[src/rtl/cpu_pkg.sv]
// cpu_pkg
// Shared encodings for the CPU datapath and control slice:
//   - branch_op encodings used by branch_cond and the control unit
//   - exception cause encodings
//   - exception-entry sequencer states used by pc_unit
//   - default byte address of the first exception vector byte
package cpu_pkg;

    // Branch comparison selected by control for conditional PC writes
    typedef enum logic [1:0] {
        BR_BEQ = 2'b00,
        BR_BNE = 2'b01,
        BR_BLE = 2'b10,
        BR_BGT = 2'b11
    } br_op_e;

    // Exception cause; EXC_RSVD is serviced as EXC_OPCODE
    typedef enum logic [1:0] {
        EXC_OPCODE = 2'b00,
        EXC_OVF    = 2'b01,
        EXC_DIV0   = 2'b10,
        EXC_RSVD   = 2'b11
    } exc_cause_e;

    // Exception-entry sequencer states
    typedef enum logic [1:0] {
        IDLE = 2'b00,
        REQ  = 2'b01,
        WAIT = 2'b10,
        LOAD = 2'b11
    } exc_state_e;

    // Vector bytes live at DEFAULT_VEC_BASE + cause (253, 254, 255)
    localparam logic [31:0] DEFAULT_VEC_BASE = 32'd253;

endpackage

[src/rtl/branch_cond.sv]
// branch_cond
// Combinational branch decision shared by pc_unit and the control unit.
// Ports:
//   branch_op  in  2  BR_BEQ / BR_BNE / BR_BLE / BR_BGT
//   zero       in  1  ALU zero flag
//   gt         in  1  ALU greater-than flag
//   take       out 1  branch condition holds
module branch_cond
    import cpu_pkg::*;
(
    input  logic [1:0] branch_op,
    input  logic       zero,
    input  logic       gt,
    output logic       take
);

    // ble is "not greater than", so it only looks at the gt flag
    always_comb begin
        take = 1'b0;
        case (branch_op)
            BR_BEQ: take = zero;
            BR_BNE: take = ~zero;
            BR_BLE: take = ~gt;
            BR_BGT: take = gt;
            default: take = 1'b0;
        endcase
    end

endmodule

[src/rtl/pc_unit.sv]
// pc_unit
// Program-counter stage: holds the architectural PC, gates unconditional
// and conditional (branch) writes, captures EPC and runs the exception-entry
// sequence that fetches the handler address byte from memory into PC.
// Optional build macro: PC_UNIT_ALIGN_CHECK_EN suppresses misaligned IDLE
// writes and pulses align_err; without it align_err is tied low.
// Ports:
//   clk            in  1   system clock, rising edge
//   reset          in  1   asynchronous active-high reset
//   pc_next        in  32  candidate PC from the PC source selector
//   pc_write       in  1   unconditional write strobe (priority)
//   pc_write_cond  in  1   conditional write strobe for branches
//   branch_op      in  2   branch comparison
//   zero, gt       in  1   ALU flags
//   exc_req        in  1   exception request pulse
//   exc_cause      in  2   exception cause
//   vec_byte       in  8   memory read data, low byte
//   vec_rd         out 1   vector byte read request (one cycle)
//   vec_addr       out 32  vector byte address
//   pc             out 32  current program counter
//   epc            out 32  exception PC
//   exc_busy       out 1   exception entry sequence in progress
//   align_err      out 1   misaligned write pulse
module pc_unit
    import cpu_pkg::*;
#(
    parameter logic [31:0] RESET_PC   = 32'h0000_0000,
    parameter logic [31:0] EPC_OFFSET = 32'd4,
    parameter logic [31:0] VEC_BASE   = DEFAULT_VEC_BASE,
    parameter int          MEM_LAT    = 2
) (
    input  logic        clk,
    input  logic        reset,
    input  logic [31:0] pc_next,
    input  logic        pc_write,
    input  logic        pc_write_cond,
    input  logic [1:0]  branch_op,
    input  logic        zero,
    input  logic        gt,
    input  logic        exc_req,
    input  logic [1:0]  exc_cause,
    input  logic [7:0]  vec_byte,
    output logic        vec_rd,
    output logic [31:0] vec_addr,
    output logic [31:0] pc,
    output logic [31:0] epc,
    output logic        exc_busy,
    output logic        align_err
);

    exc_state_e state;
    exc_state_e state_nxt;
    logic [2:0] lat_cnt;
    logic       take;
    logic       write_req;
    logic       misaligned;
    logic [1:0] cause_eff;

    branch_cond u_branch_cond (
        .branch_op (branch_op),
        .zero      (zero),
        .gt        (gt),
        .take      (take)
    );

    // pc_write wins over the branch decision when both strobes are high
    assign write_req = pc_write | (pc_write_cond & take);

`ifdef PC_UNIT_ALIGN_CHECK_EN
    assign misaligned = write_req & (pc_next[1:0] != 2'b00);
`else
    assign misaligned = 1'b0;
`endif

    // The reserved cause shares the invalid-opcode vector
    assign cause_eff = (exc_cause == EXC_RSVD) ? EXC_OPCODE : exc_cause;

    assign exc_busy = (state != IDLE);

    always_ff @(posedge clk or posedge reset) begin
        if (reset) begin
            state <= IDLE;
        end else begin
            state <= state_nxt;
        end
    end

    // REQ plus the WAIT cycles span MEM_LAT cycles, so vec_byte is valid
    // during LOAD. WAIT lasts MEM_LAT-1 cycles; lat_cnt enters WAIT at
    // MEM_LAT-1 and the last WAIT cycle is the one where it reads 1.
    always_comb begin
        state_nxt = state;
        case (state)
            IDLE: begin
                if (exc_req) begin
                    state_nxt = REQ;
                end
            end
            REQ: begin
                state_nxt = (MEM_LAT <= 1) ? LOAD : WAIT;
            end
            WAIT: begin
                if (lat_cnt <= 3'd1) begin
                    state_nxt = LOAD;
                end
            end
            LOAD: begin
                state_nxt = IDLE;
            end
            default: state_nxt = IDLE;
        endcase
    end

    // Datapath registers. vec_rd is raised on the edge that enters REQ so it
    // is high for exactly the REQ cycle; vec_addr then holds the latched cause.
    always_ff @(posedge clk or posedge reset) begin
        if (reset) begin
            pc        <= RESET_PC;
            epc       <= 32'h0000_0000;
            lat_cnt   <= 3'd0;
            vec_rd    <= 1'b0;
            vec_addr  <= 32'h0000_0000;
            align_err <= 1'b0;
        end else begin
            vec_rd    <= 1'b0;
            align_err <= 1'b0;
            case (state)
                IDLE: begin
                    if (exc_req) begin
                        epc      <= pc - EPC_OFFSET;
                        vec_rd   <= 1'b1;
                        vec_addr <= VEC_BASE + {30'b0, cause_eff};
                    end else if (write_req) begin
                        if (misaligned) begin
                            align_err <= 1'b1;
                        end else begin
                            pc <= pc_next;
                        end
                    end
                end
                REQ: begin
                    lat_cnt <= 3'(MEM_LAT - 1);
                end
                WAIT: begin
                    lat_cnt <= lat_cnt - 3'd1;
                end
                LOAD: begin
                    pc <= {24'b0, vec_byte};
                end
                default: ;
            endcase
        end
    end

endmodule

[config.mk]
export PLATFORM = sky130hd
export DESIGN_NAME = pc_unit
export DESIGN_NICKNAME = d
export VERILOG_FILES = /design/src/rtl/cpu_pkg.sv /design/src/rtl/branch_cond.sv /design/src/rtl/pc_unit.sv
export SDC_FILE = /design/constraint.sdc
export NUM_CORES = 1
export LEC_CHECK = 0
export ABC_AREA = 1
export BUFFER_PORTS_ARGS = -buffer_cell sky130_fd_sc_hd__buf_2
export CORE_MARGIN = 5
export CORE_UTILIZATION = 35
export DETAILED_ROUTE_END_ITERATION = 12
export MAX_ROUTING_LAYER = met4
export RECOVER_POWER = 25
export SYNTH_ARGS = -nofsm -noshare
export SYNTH_HDL_FRONTEND = slang
export SYNTH_HIERARCHICAL = 1
export SYNTH_SLANG_ARGS = --single-unit
[constraint.sdc]
create_clock -name clk -period 4.55 [get_ports clk]
set_clock_uncertainty 0.05 [all_clocks]
set_input_delay 0.455 -clock clk [delete_from_list [all_inputs] [get_ports clk]]
set_output_delay 0.455 -clock clk [all_outputs]
set_load 0.01 [all_outputs]
==> summary.md <==
| Metric | Value |
|---|---|
| Largest net degree at the start of global routing | `75` |
| Area taken by multi-input logic gates | `0.00177 sq mm` |
| First-pass GRT wire length | `19200 um` |
| Reg2reg setup slack | `2.17 ns` |
| Design area | `0.00497 sq mm` |
| CP max FO | `39` |
| GR Layer Usage met3 | `0.0394` |
| Most frequent cells in the layout | `nand2_1, buf_2, nor2_1` |
| Number of port buffers | `125` |
| Crit path DAT | `2.59 ns` |
| Final setup vio count | `0` |
| Die Ht | `118 um` |
| Clk_lat worst skew | `0.34 ns` |
| Area growth from synthesis to layout | `22.5%` |
| H-tree depth | `3` |
| CTS buffer count | `9` |
| GRT Residual Overflow | `0` |
| DIE AREA | `0.0138 sq mm` |
| Worst slew pin tran | `1.84 ns` |
| Final Slew Violations | `75` |
| Vias/cell | `4.70` |
| Clk slew on worst S/H paths | `0.06 ns` |
| DR vias | `3759` |
| Tmin final | `2.38 ns` |
| Ant. Diodes | `0` |
| P per Cell Area | `719 mW/mm^2` |
| Final hold viol count | `0` |
| Critical Path RT | `4.76 ns` |
| Setup Fix Bufs, Post-CTS | `0` |
| Gr usage total | `0.176` |
| P_leak | `2.61 nW` |
| DRT Wirelength | `11800 um` |
| Total number of yosys warnings | `6` |
| Finished Core Util | `0.437` |
| Hold depth | `3` |
| Pre-Repair DR Iteration Count | `4` |
| CTS Buffer Depth | `2` |
| DRC errors left | `0` |
| I/O Pins | `150` |
| R2R cell count | `9` |
| Crit. End Element | `flop` |
| Sum of negative setup slack | `0 ns` |
| Violated checks | `max-capacitance violations, max-slew violations` |
| DR WL/cell | `14.8 um` |
| Commonest non-fill, non-tap cell in the layout | `nand2_1` |
| Post-CTS sizing | `0` |
| Sink Count | `74` |
| Status | `finished, violations left` |
| Routability Congestion | `0.918` |
| Top post-synthesis cells by area | `dfrtp_1, nand2_1, nor2_1, nand3_1, buf_4` |
| Worst vdd ir | `0.000257 V` |
| Post-synth cell types | `29` |
| Hold path endpoint | `pc[8]` |
| R2r startpoint | `state[0]` |
| Initial DRC count | `187` |
| Register bit total from synthesis | `74` |
| Area of the core | `0.0114 sq mm` |
| Critical Path Source Type | `flop` |
| GR Layer Usage met2 | `0.262` |
| Area of the mapped netlist | `0.00405 sq mm` |
| Row cnt | `39` |
| Largest area contributor in the netlist | `dfrtp_1` |
| Hold-fix buffers, CTS | `0` |
| GR peak layer | `met2` |
| Die X | `118 um` |
| Antenna violations before repair | `0` |
| Share of cells above drive strength 1 | `0.231` |
| Placed inst area | `0.00466 sq mm` |
| Number of global-route vias before repair | `3821` |
| HP Class | `in -> reg` |
| Peak Freq | `0.420 GHz` |
| # fillers | `1196` |
| Antenna violation net count after detailed routing | `0` |
| Max_cap viols | `1` |
| Min Hold Slack | `0.301 ns` |
| Post-synthesis sequential area ratio | `0.457` |
| Met1 Usage GRT | `0.235` |
| # nets final | `713` |
| Fin crit share | `0.523` |
| RSZ-0062 raised after global routing | `no` |
| Clk root buf | `clkbuf_16` |
| Hold_sp | `pc_next[8]` |
| Synth top area share | `0.457` |
| CTS tree | `built` |
| R2r endpoint | `pc[22]` |
| Critical path type | `reg -> reg` |
| Gate Count Post-Synth | `537` |
| Initial Util | `0.356` |
| Post-DP HPWL | `8920 um` |
| Synthesized area per cell | `7.55 sq um` |
| Rel. slew slack | `-0.224` |
| Register area | `0.00185 sq mm` |
-- worst max-delay path by stage --
stage                       startpoint  cells past startpoint  endpoint
after floorplan                  reset                      1    epc[0]
after global placement    branch_op[1]                     11    pc[26]
after detailed placement  branch_op[1]                     11    pc[22]
after CTS                     state[0]                      9    pc[20]
after global routing          state[0]                      9    pc[31]
final                         state[0]                      9    pc[22]
-- logic make-up (layout without fill, tap and decap cells) --
kind of cell,after synthesis,in the layout,share of synthesized area
compound gates,71,71,0.0966
xor+xnor,5,5,0.0108
fa+ha+maj,9,9,0.0278
buf+inv,104,201,0.129
flops,74,74,0.457
other cells,1,24,0.000925
simple gates,273,273,0.278
-- through the flow --
stage / std cells / total power, W / worst slack [ns]
after CTS: 800 / 0.00362 / 2.16
after floorplan: 560 / 0.00228 / 2.16
final: 800 / 0.00357 / 2.17
after detailed placement: 785 / 0.00288 / 2.13
after global placement: 785 / 0.00283 / 2.28
after global routing: 800 / 0.00390 / 1.96
-- area by class of cell --
type / count / area share
Clock buffer: 13 / 0.0544
Clock inverter: 2 / 0.00705
Inverter: 58 / 0.0441
Multi-Input combinational cell: 382 / 0.356
Sequential cell: 74 / 0.373
Tap cell: 143 / 0.0360
Timing Repair Buffer: 128 / 0.130
-- worst max-delay path: stages, from the launching register on --
cell	delay, ns
dfrtp_1	0.38
inv_1	0.13
ha_1	0.21
inv_2	0.07
nor2_4	0.09
inv_2	0.06
o21ai_4	0.68
buf_4	0.39
nand3_1	0.11
o21ai_0	0.13
-- power by group --
group	total (W)	switching, W	internal (W)
logic	0.00160	0.00103	0.000565
clock network	0.000726	0.000260	0.000465
registers	0.00125	0.000287	0.000962
-- state kept, by name (all words and copies together) (netlist names) --
register	count
epc	32
vec_rd	1
pc	32
vec_addr	4
lat_cnt	3
state	2
-- Yosys cell counts (all sizes together) --
cell,n
nand2,138
nor2,77
dfrtp,74
inv,57
nand3,49
o21ai,44
buf,37
a31oi,15
a21oi,9
clkbuf,9
ha,9
nand4,7
xor2,5
clkinv,1
conb,1
nor3,1
o21a,1
o21bai,1
o22ai,1
or2,1
-- routing by layer --
layer / wire, um / part of all wire / up-vias
li1: - / - / 1893
met1: 5460 / 0.46 / 1729
met2: 5430 / 0.46 / 131
met3: 833 / 0.070 / 6
met4: 108 / 0.0091 / 0
met5: 0 / 0 / -
(Power assumes the default switching activity.)
